[src/rtl/pipe_stage_reg.sv]
// Valid/ready pipeline stage register with optional 2-entry skid buffer and synchronous flush.
// The head entry drives out_data; there is no combinational path from in_data to out_data.
module pipe_stage_reg #(
  parameter int unsigned DATA_WIDTH = 37,
  parameter bit          SKID       = 1'b1
) (
  input  logic                  clk,
  input  logic                  reset,
  input  logic                  flush,
  input  logic                  in_valid,
  output logic                  in_ready,
  input  logic [DATA_WIDTH-1:0] in_data,
  output logic                  out_valid,
  input  logic                  out_ready,
  output logic [DATA_WIDTH-1:0] out_data,
  output logic [1:0]            occupancy
);

  typedef enum logic [1:0] {
    StEmpty = 2'd0,
    StOne   = 2'd1,
    StTwo   = 2'd2
  } state_e;

  state_e                state_q, state_d;
  logic [DATA_WIDTH-1:0] main_q, main_d;
  logic [DATA_WIDTH-1:0] skid_q, skid_d;
  logic                  ready_q;
  logic                  in_fire, out_fire;

  assign out_valid = (state_q != StEmpty);
  assign out_data  = main_q;
  assign occupancy = state_q;
  assign in_fire   = in_valid & in_ready;
  assign out_fire  = out_valid & out_ready;

  // With the skid buffer, in_ready comes from a flop so it never depends on out_ready.
  assign in_ready = ~reset & (SKID ? ready_q : ((state_q == StEmpty) | out_ready));

  always_comb begin
    state_d = state_q;
    main_d  = main_q;
    skid_d  = skid_q;
    case (state_q)
      StEmpty: begin
        if (in_fire) begin
          state_d = StOne;
          main_d  = in_data;
        end
      end
      StOne: begin
        if (in_fire && out_fire) begin
          main_d = in_data;
        end else if (in_fire && SKID) begin
          state_d = StTwo;
          skid_d  = in_data;
        end else if (out_fire) begin
          state_d = StEmpty;
        end
      end
      StTwo: begin
        if (out_fire) begin
          state_d = StOne;
          main_d  = skid_q;
        end
      end
      default: state_d = StEmpty;
    endcase
    // Squash: whatever was offered this cycle is dropped; an out_fire still counts as delivered.
    if (flush) begin
      state_d = StEmpty;
      main_d  = main_q;
      skid_d  = skid_q;
    end
  end

  always_ff @(posedge clk) begin
    if (reset) begin
      state_q <= StEmpty;
      main_q  <= '0;
      skid_q  <= '0;
      ready_q <= 1'b1;
    end else begin
      state_q <= state_d;
      main_q  <= main_d;
      skid_q  <= skid_d;
      ready_q <= (state_d != StTwo);
    end
  end

endmodule

[config.mk]
export PLATFORM = sky130hd
export DESIGN_NAME = pipe_stage_reg
export DESIGN_NICKNAME = d
export VERILOG_FILES = /design/src/rtl/pipe_stage_reg.sv
export SDC_FILE = /design/constraint.sdc
export NUM_CORES = 1
export LEC_CHECK = 0
export ABC_AREA = 1
export CAP_MARGIN = 20
export CORE_UTILIZATION = 56
export CTS_BUF_LIST = sky130_fd_sc_hd__clkbuf_2
export CTS_CLUSTER_DIAMETER = 100
export CTS_CLUSTER_SIZE = 8
export DETAILED_ROUTE_END_ITERATION = 10
export DONT_BUFFER_PORTS = 1
export PLACE_DENSITY = 0.71
export SLEW_MARGIN = 20
export SYNTH_ARGS = -nofsm -noshare
export SYNTH_HDL_FRONTEND = slang
export SYNTH_SLANG_ARGS = --single-unit
export TNS_END_PERCENT = 20
[constraint.sdc]
create_clock -name clk -period 3.79 [get_ports clk]
set_input_delay 0.758 -clock clk [delete_from_list [all_inputs] [get_ports clk]]
set_output_delay 0.758 -clock clk [all_outputs]
set_load 0.03 [all_outputs]
; Word-level counts from Yosys, hierarchy flattened
; Index checks and enable logic that the tools add are counted.
[classes]
n_eq_ne = 6
muxes = 11
bitwise = 6
n_reduce_logical = 6
[op_table]
columns = cell, n
row1 = two-way mux 37 bit, 3
row2 = case mux 37 bit (3 select lines), 1
row3 = two-way mux 2 bit, 6
row4 = "inequality test 2 bit, second input constant", 4
row5 = case mux 2 bit (3 select lines), 1
row6 = AND reduction 5 bit, 1
row7 = AND reduction 4 bit, 1
row8 = bitwise AND 1 bit, 3
row9 = NOT 1 bit, 3
row10 = nonzero test 3 bit, 1
row11 = "== test 2 x 1 -> 1 bit, second input constant", 1
row12 = "== test 2 bit, second input constant", 1
row13 = logical NOT 2 bit, 1
row14 = nonzero test 2 bit, 1
row15 = logical AND 1 bit, 1
[totals]
register_bits = 77
inputBits = 42
output_inout_bits = 41
elab_cells = 33

; Logic depth before layout (Yosys ltp)
[logic_depth]
depth_word = 8
depth_mapped = 10
ltp_nobuf = 8

; Worst setup path after synthesis
; Ideal clock, no wire load.
[synth_timing]
kind = input-to-output
startpoint = input port reset
endpoint = output port in_ready
arrival_time_ps = 1171
t_required_ps = 3032
setup_slack_ps = 1861
stages = 1
n_path_buf = 0
cell_sequence = nor2_1
[synth_via]
elab_chain_len = 2
[synth_lines]
columns = element, line_no
row1 = "start, declared", 8  ; input logic reset,
row2 = NOT 1 bit, 38  ; assign in_ready = ~reset & (SKID ? ready_q : ((state_q == StEmpty) | out_ready));
row3 = bitwise AND 1 bit, 38
row4 = "end, declared", 11  ; output logic in_ready,
; Every way passes these cells.

; Worst setup path after layout
[layout_timing]
startpoint = register state_q[0], in the netlist occupancy[0]
endpoint = output port out_valid
[layout_via]
elab_chain_len = 1
[layout_lines]
columns = element, line_no
row1 = "start, declared", 25  ; state_e state_q, state_d;
row2 = "start signal, assigned", 79  ; state_q <= StEmpty;
row3 = "start signal, assigned", 84  ; state_q <= state_d;
row4 = nonzero test 2 bit, 31  ; assign out_valid = (state_q != StEmpty);
row5 = "end, declared", 13  ; output logic out_valid,
; Every way passes these cells.

==> PnR_summary.wiki <==
{| class="wikitable"
! Metric !! Value
|-
| Outcome || finished, final reports clean
|-
| Vias || 3,099
|-
| Crit end category || output port
|-
| Setup skew after layout || 18.0 ps
|-
| Synth Area per Inst || 6.42 sq um
|-
| Detail Route Antenna Nets || 0
|-
| Final worst-path cycle share || 0.611
|-
| Switching power as a share of total power || 0.266
|-
| Arrival time worst endpoint || 1560 ps
|-
| Gate count of the mapped netlist || 554
|-
| Number of max-cap violations || 0
|-
| Drt drc || 0
|-
| Worst-path cell with the longest stage delay || sky130_fd_sc_hd__dfxtp_1
|-
| Die X || 81.7 um
|-
| Net count after synthesis || 596
|-
| Length of routed met2 wiring || 3.57 mm
|-
| Total standard cell area after synthesis || 0.00356 sq mm
|-
| Startpoint-to-endpoint class of the critical path || register to output port
|-
| Maximum VDD drop || 0.269 mV
|-
| Sort of element at the start of the critical path || register
|-
| Die footprint || 0.00667 sq mm
|-
| Number of storage elements in the synthesis netlist || 77
|-
| Post-route minimum period || 2320 ps
|-
| Synth warnings || 0
|-
| Initial Utilization || 0.590
|-
| Final Worst Setup Slack || 1470 ps
|-
| RR Endpoint || out_data[4]
|-
| # setup viols final || 0
|-
| Internal portion of total power || 0.00117 W
|-
| Buffers plus inverters on the worst setup path || 1
|-
| Final GP Congestion || 0.742
|-
| Overall die height || 81.7 um
|-
| Category of cells accounting for the largest share of critical-path delay || flip-flops
|-
| Detailed-routing wirelength on met1 || 3.36 mm
|-
| Layout cell share with drive strength beyond 1 || 0.0665
|-
| Clock-pin transition on the worst setup and hold timing paths || 180 ps
|-
| R2R cell count || 8
|-
| Post-synthesis cell type count || 20
|-
| Maximum level of the CTS H-tree || 3
|-
| Buffer count from post-CTS setup fixing || 0
|-
| NetSw || 0.000425 W
|-
| Post-synth ARST share || 0
|-
| TritonCTS clock tree || built
|-
| Number of enable-type register cells in the synthesized netlist || 0
|-
| Number of top-level design ports || 83
|-
| First-iteration detailed-routing DRC count || 234
|-
| Number of global-route vias before repair || 2,902
|-
| Total global routing overflow || 0
|-
| Timing-limited maximum frequency || 432 MHz
|-
| Worst slack at placement || 1180 ps
|-
| Worst slack on hold paths || 323 ps
|-
| Detailed placer's ending HPWL || 4.66 mm
|-
| Endpoints failing hold || 0
|-
| Min-delay worst type || input pin to register
|-
| Cts-stage hold buffer count || 0
|-
| Final slew viol count || 0
|-
| Stages on the worst setup path || 2
|-
| Fraction of the yosys area taken by sequential cells || 0.433
|-
| # placed instances || 600
|-
| Launching element of the worst setup path || occupancy[0]
|-
| Static Leakage || 1.74 nW
|-
| Area added between synthesis and finish || 1.86%
|-
| Number of nets in the layout || 578
|-
| Worst-skew pair later-pin latency || 500 ps
|-
| Slew at the pin closest to its max-slew limit || 919 ps
|-
| R2r setup slk || 1730 ps
|-
| CTS resizes || 0
|-
| Endpoint of the worst setup timing path || out_valid
|-
| Max clock buf depth || 2
|-
| Via-to-Cell Ratio || 5.03
|-
| Finished Layout Cells || 616
|-
| Total wire length after detailed routing || 7.72 mm
|-
| Antenna fix cells || 0
|-
| Total global-route track usage || 0.248
|-
| Number of rows in the core area || 28
|-
| Most common flop cell mapped by yosys || sky130_fd_sc_hd__dfxtp_1
|-
| Crit-path max FO || 5
|-
| Headroom to the max-slew limit || 0.386
|-
| Drt wl/cell || 12.5 um
|-
| Number of antenna violations at the first check in global routing || 0
|-
| Largest net degree at the start of global routing || 41
|-
| Input/output buffers || 0
|-
| Cell at the root of the clock tree || sky130_fd_sc_hd__clkbuf_2
|-
| Part of the power in the clock network || 0.353
|-
| Max incr delay on CP || 680 ps
|-
| Core box area || 0.00603 sq mm
|-
| Utilization after layout || 0.601
|-
| Power per Cell Area || 441 mW/mm^2
|-
| Share of total power in sequential cells || 0.567
|-
| Detailed-routing iteration count for the pre-antenna-repair pass || 4
|-
| Uppermost layer routed || met4
|-
| Worst R2R Start || occupancy[1]
|-
| Combinational group share of total power || 0.080
|-
| Worst path cell trace || nor2_1 -> inv_1
|-
| Required time of the critical path || 3030 ps
|-
| Unrepaired setup endpoints after global routing || no
|-
| Sink Count || 77
|-
| Sum of negative setup slack || 0 ps
|-
| Wire length of the first global-routing pass || 12.7 mm
|-
| TritonCTS Buffers || 9
|-
| Total length of routed met3 wires || 690 um
|}
-- Yosys cell counts (4+ instances only) --
library cell	instances	area, sq um
sky130_fd_sc_hd__dfxtp_1	77	1540
sky130_fd_sc_hd__o21ai_1	20	100
sky130_fd_sc_hd__buf_4	4	30.0
sky130_fd_sc_hd__nor2_2	8	50.1
sky130_fd_sc_hd__inv_1	43	161
sky130_fd_sc_hd__buf_6	8	90.1
sky130_fd_sc_hd__clkbuf_1	7	26.3
sky130_fd_sc_hd__o21ai_0	18	90.1
sky130_fd_sc_hd__nand2_1	157	589
sky130_fd_sc_hd__inv_2	6	22.5
sky130_fd_sc_hd__nand3_1	38	190
sky130_fd_sc_hd__buf_2	11	55.1
sky130_fd_sc_hd__nor2_1	148	556
-- logic make-up (layout without fill, tap and decap cells) --
group / after synthesis / after routing / share of synthesized area
simple gates: 357 / 357 / 0.401
buf+inv: 81 / 68 / 0.110
flops: 77 / 77 / 0.433
compound gates: 39 / 39 / 0.0549
-- power groups by stage --
stage / Clock, W / Combinational (W) / Sequential, W
after detailed placement: 0 / 0.000129 / 0.000924
final: 0.000563 / 0.000128 / 0.000906
after CTS: 0.000573 / 0.000129 / 0.000907
after global placement: 0 / 0.000127 / 0.000923
after floorplan: 0 / 0.000115 / 0.000919
after global routing: 0.000605 / 0.000152 / 0.000912
-- final cells by class --
class	count	area (sq um)
Inverter	49	184
Multi-Input combinational cell	396	1630
Tap cell	75	93.8
Clock inverter	5	98.8
Fill cell	636	2400
Sequential cell	77	1540
Timing Repair Buffer	3	22.5
Clock buffer	11	55.1
-- how the worst min path moves through the flow --
stage	start	to	slack, ps	depth (start not counted)
2_1_floorplan	skid_q[10]	skid_q[10]	460	2
3_3_place_gp	skid_q[34]	skid_q[34]	460	2
3_5_place_dp	skid_q[33]	skid_q[33]	470	2
4_1_cts	reset	occupancy[0]	300	1
5_1_grt	reset	occupancy[0]	280	1
6_report	reset	occupancy[0]	320	1
-- metal layers --
metal / track usage / vias to the layer above
met1: 0.292 / 1363
met2: 0.425 / 89
met5: 0 / -
met3: 0.0856 / 10
li1: - / 1637
met4: 0.0684 / 0
-- layout by cell type (no fill, tap or decap), types with 6 or more instances in the layout --
cell type / Yosys / final
sky130_fd_sc_hd__clkbuf_2: 0 / 11
sky130_fd_sc_hd__dfxtp_1: 77 / 77
sky130_fd_sc_hd__inv_1: 43 / 43
sky130_fd_sc_hd__inv_2: 6 / 6
sky130_fd_sc_hd__nand2_1: 157 / 157
sky130_fd_sc_hd__nand3_1: 38 / 38
sky130_fd_sc_hd__nor2_1: 148 / 148
sky130_fd_sc_hd__nor2_2: 8 / 7
sky130_fd_sc_hd__o21ai_0: 18 / 18
sky130_fd_sc_hd__o21ai_1: 20 / 20
-- metrics by stage --
| step | cell area, sq um | total power (W) |
|---|---|---|
| 5_1_grt | 3620 | 0.00167 |
| 3_5_place_dp | 3470 | 0.00105 |
| 4_1_cts | 3620 | 0.00161 |
| 2_1_floorplan | 3560 | 0.00103 |
| 3_3_place_gp | 3470 | 0.00105 |
| 6_report | 3620 | 0.00160 |
-- worst register-to-register path, delay by kind of cell (launching register included) --
| family | cells | cell delay (ps) |
|---|---|---|
| AND/OR/NAND/NOR | 6 | 1170 |
| flip-flops | 1 | 680 |
| buffers and inverters | 2 | 160 |
-- flip-flops by register name, summed over array words and instances (netlist names) --
signal / cells
occupancy: 2
out_data: 37
ready_q: 1
skid_q: 37
Note: power is estimated with default switching activity, not from simulation.
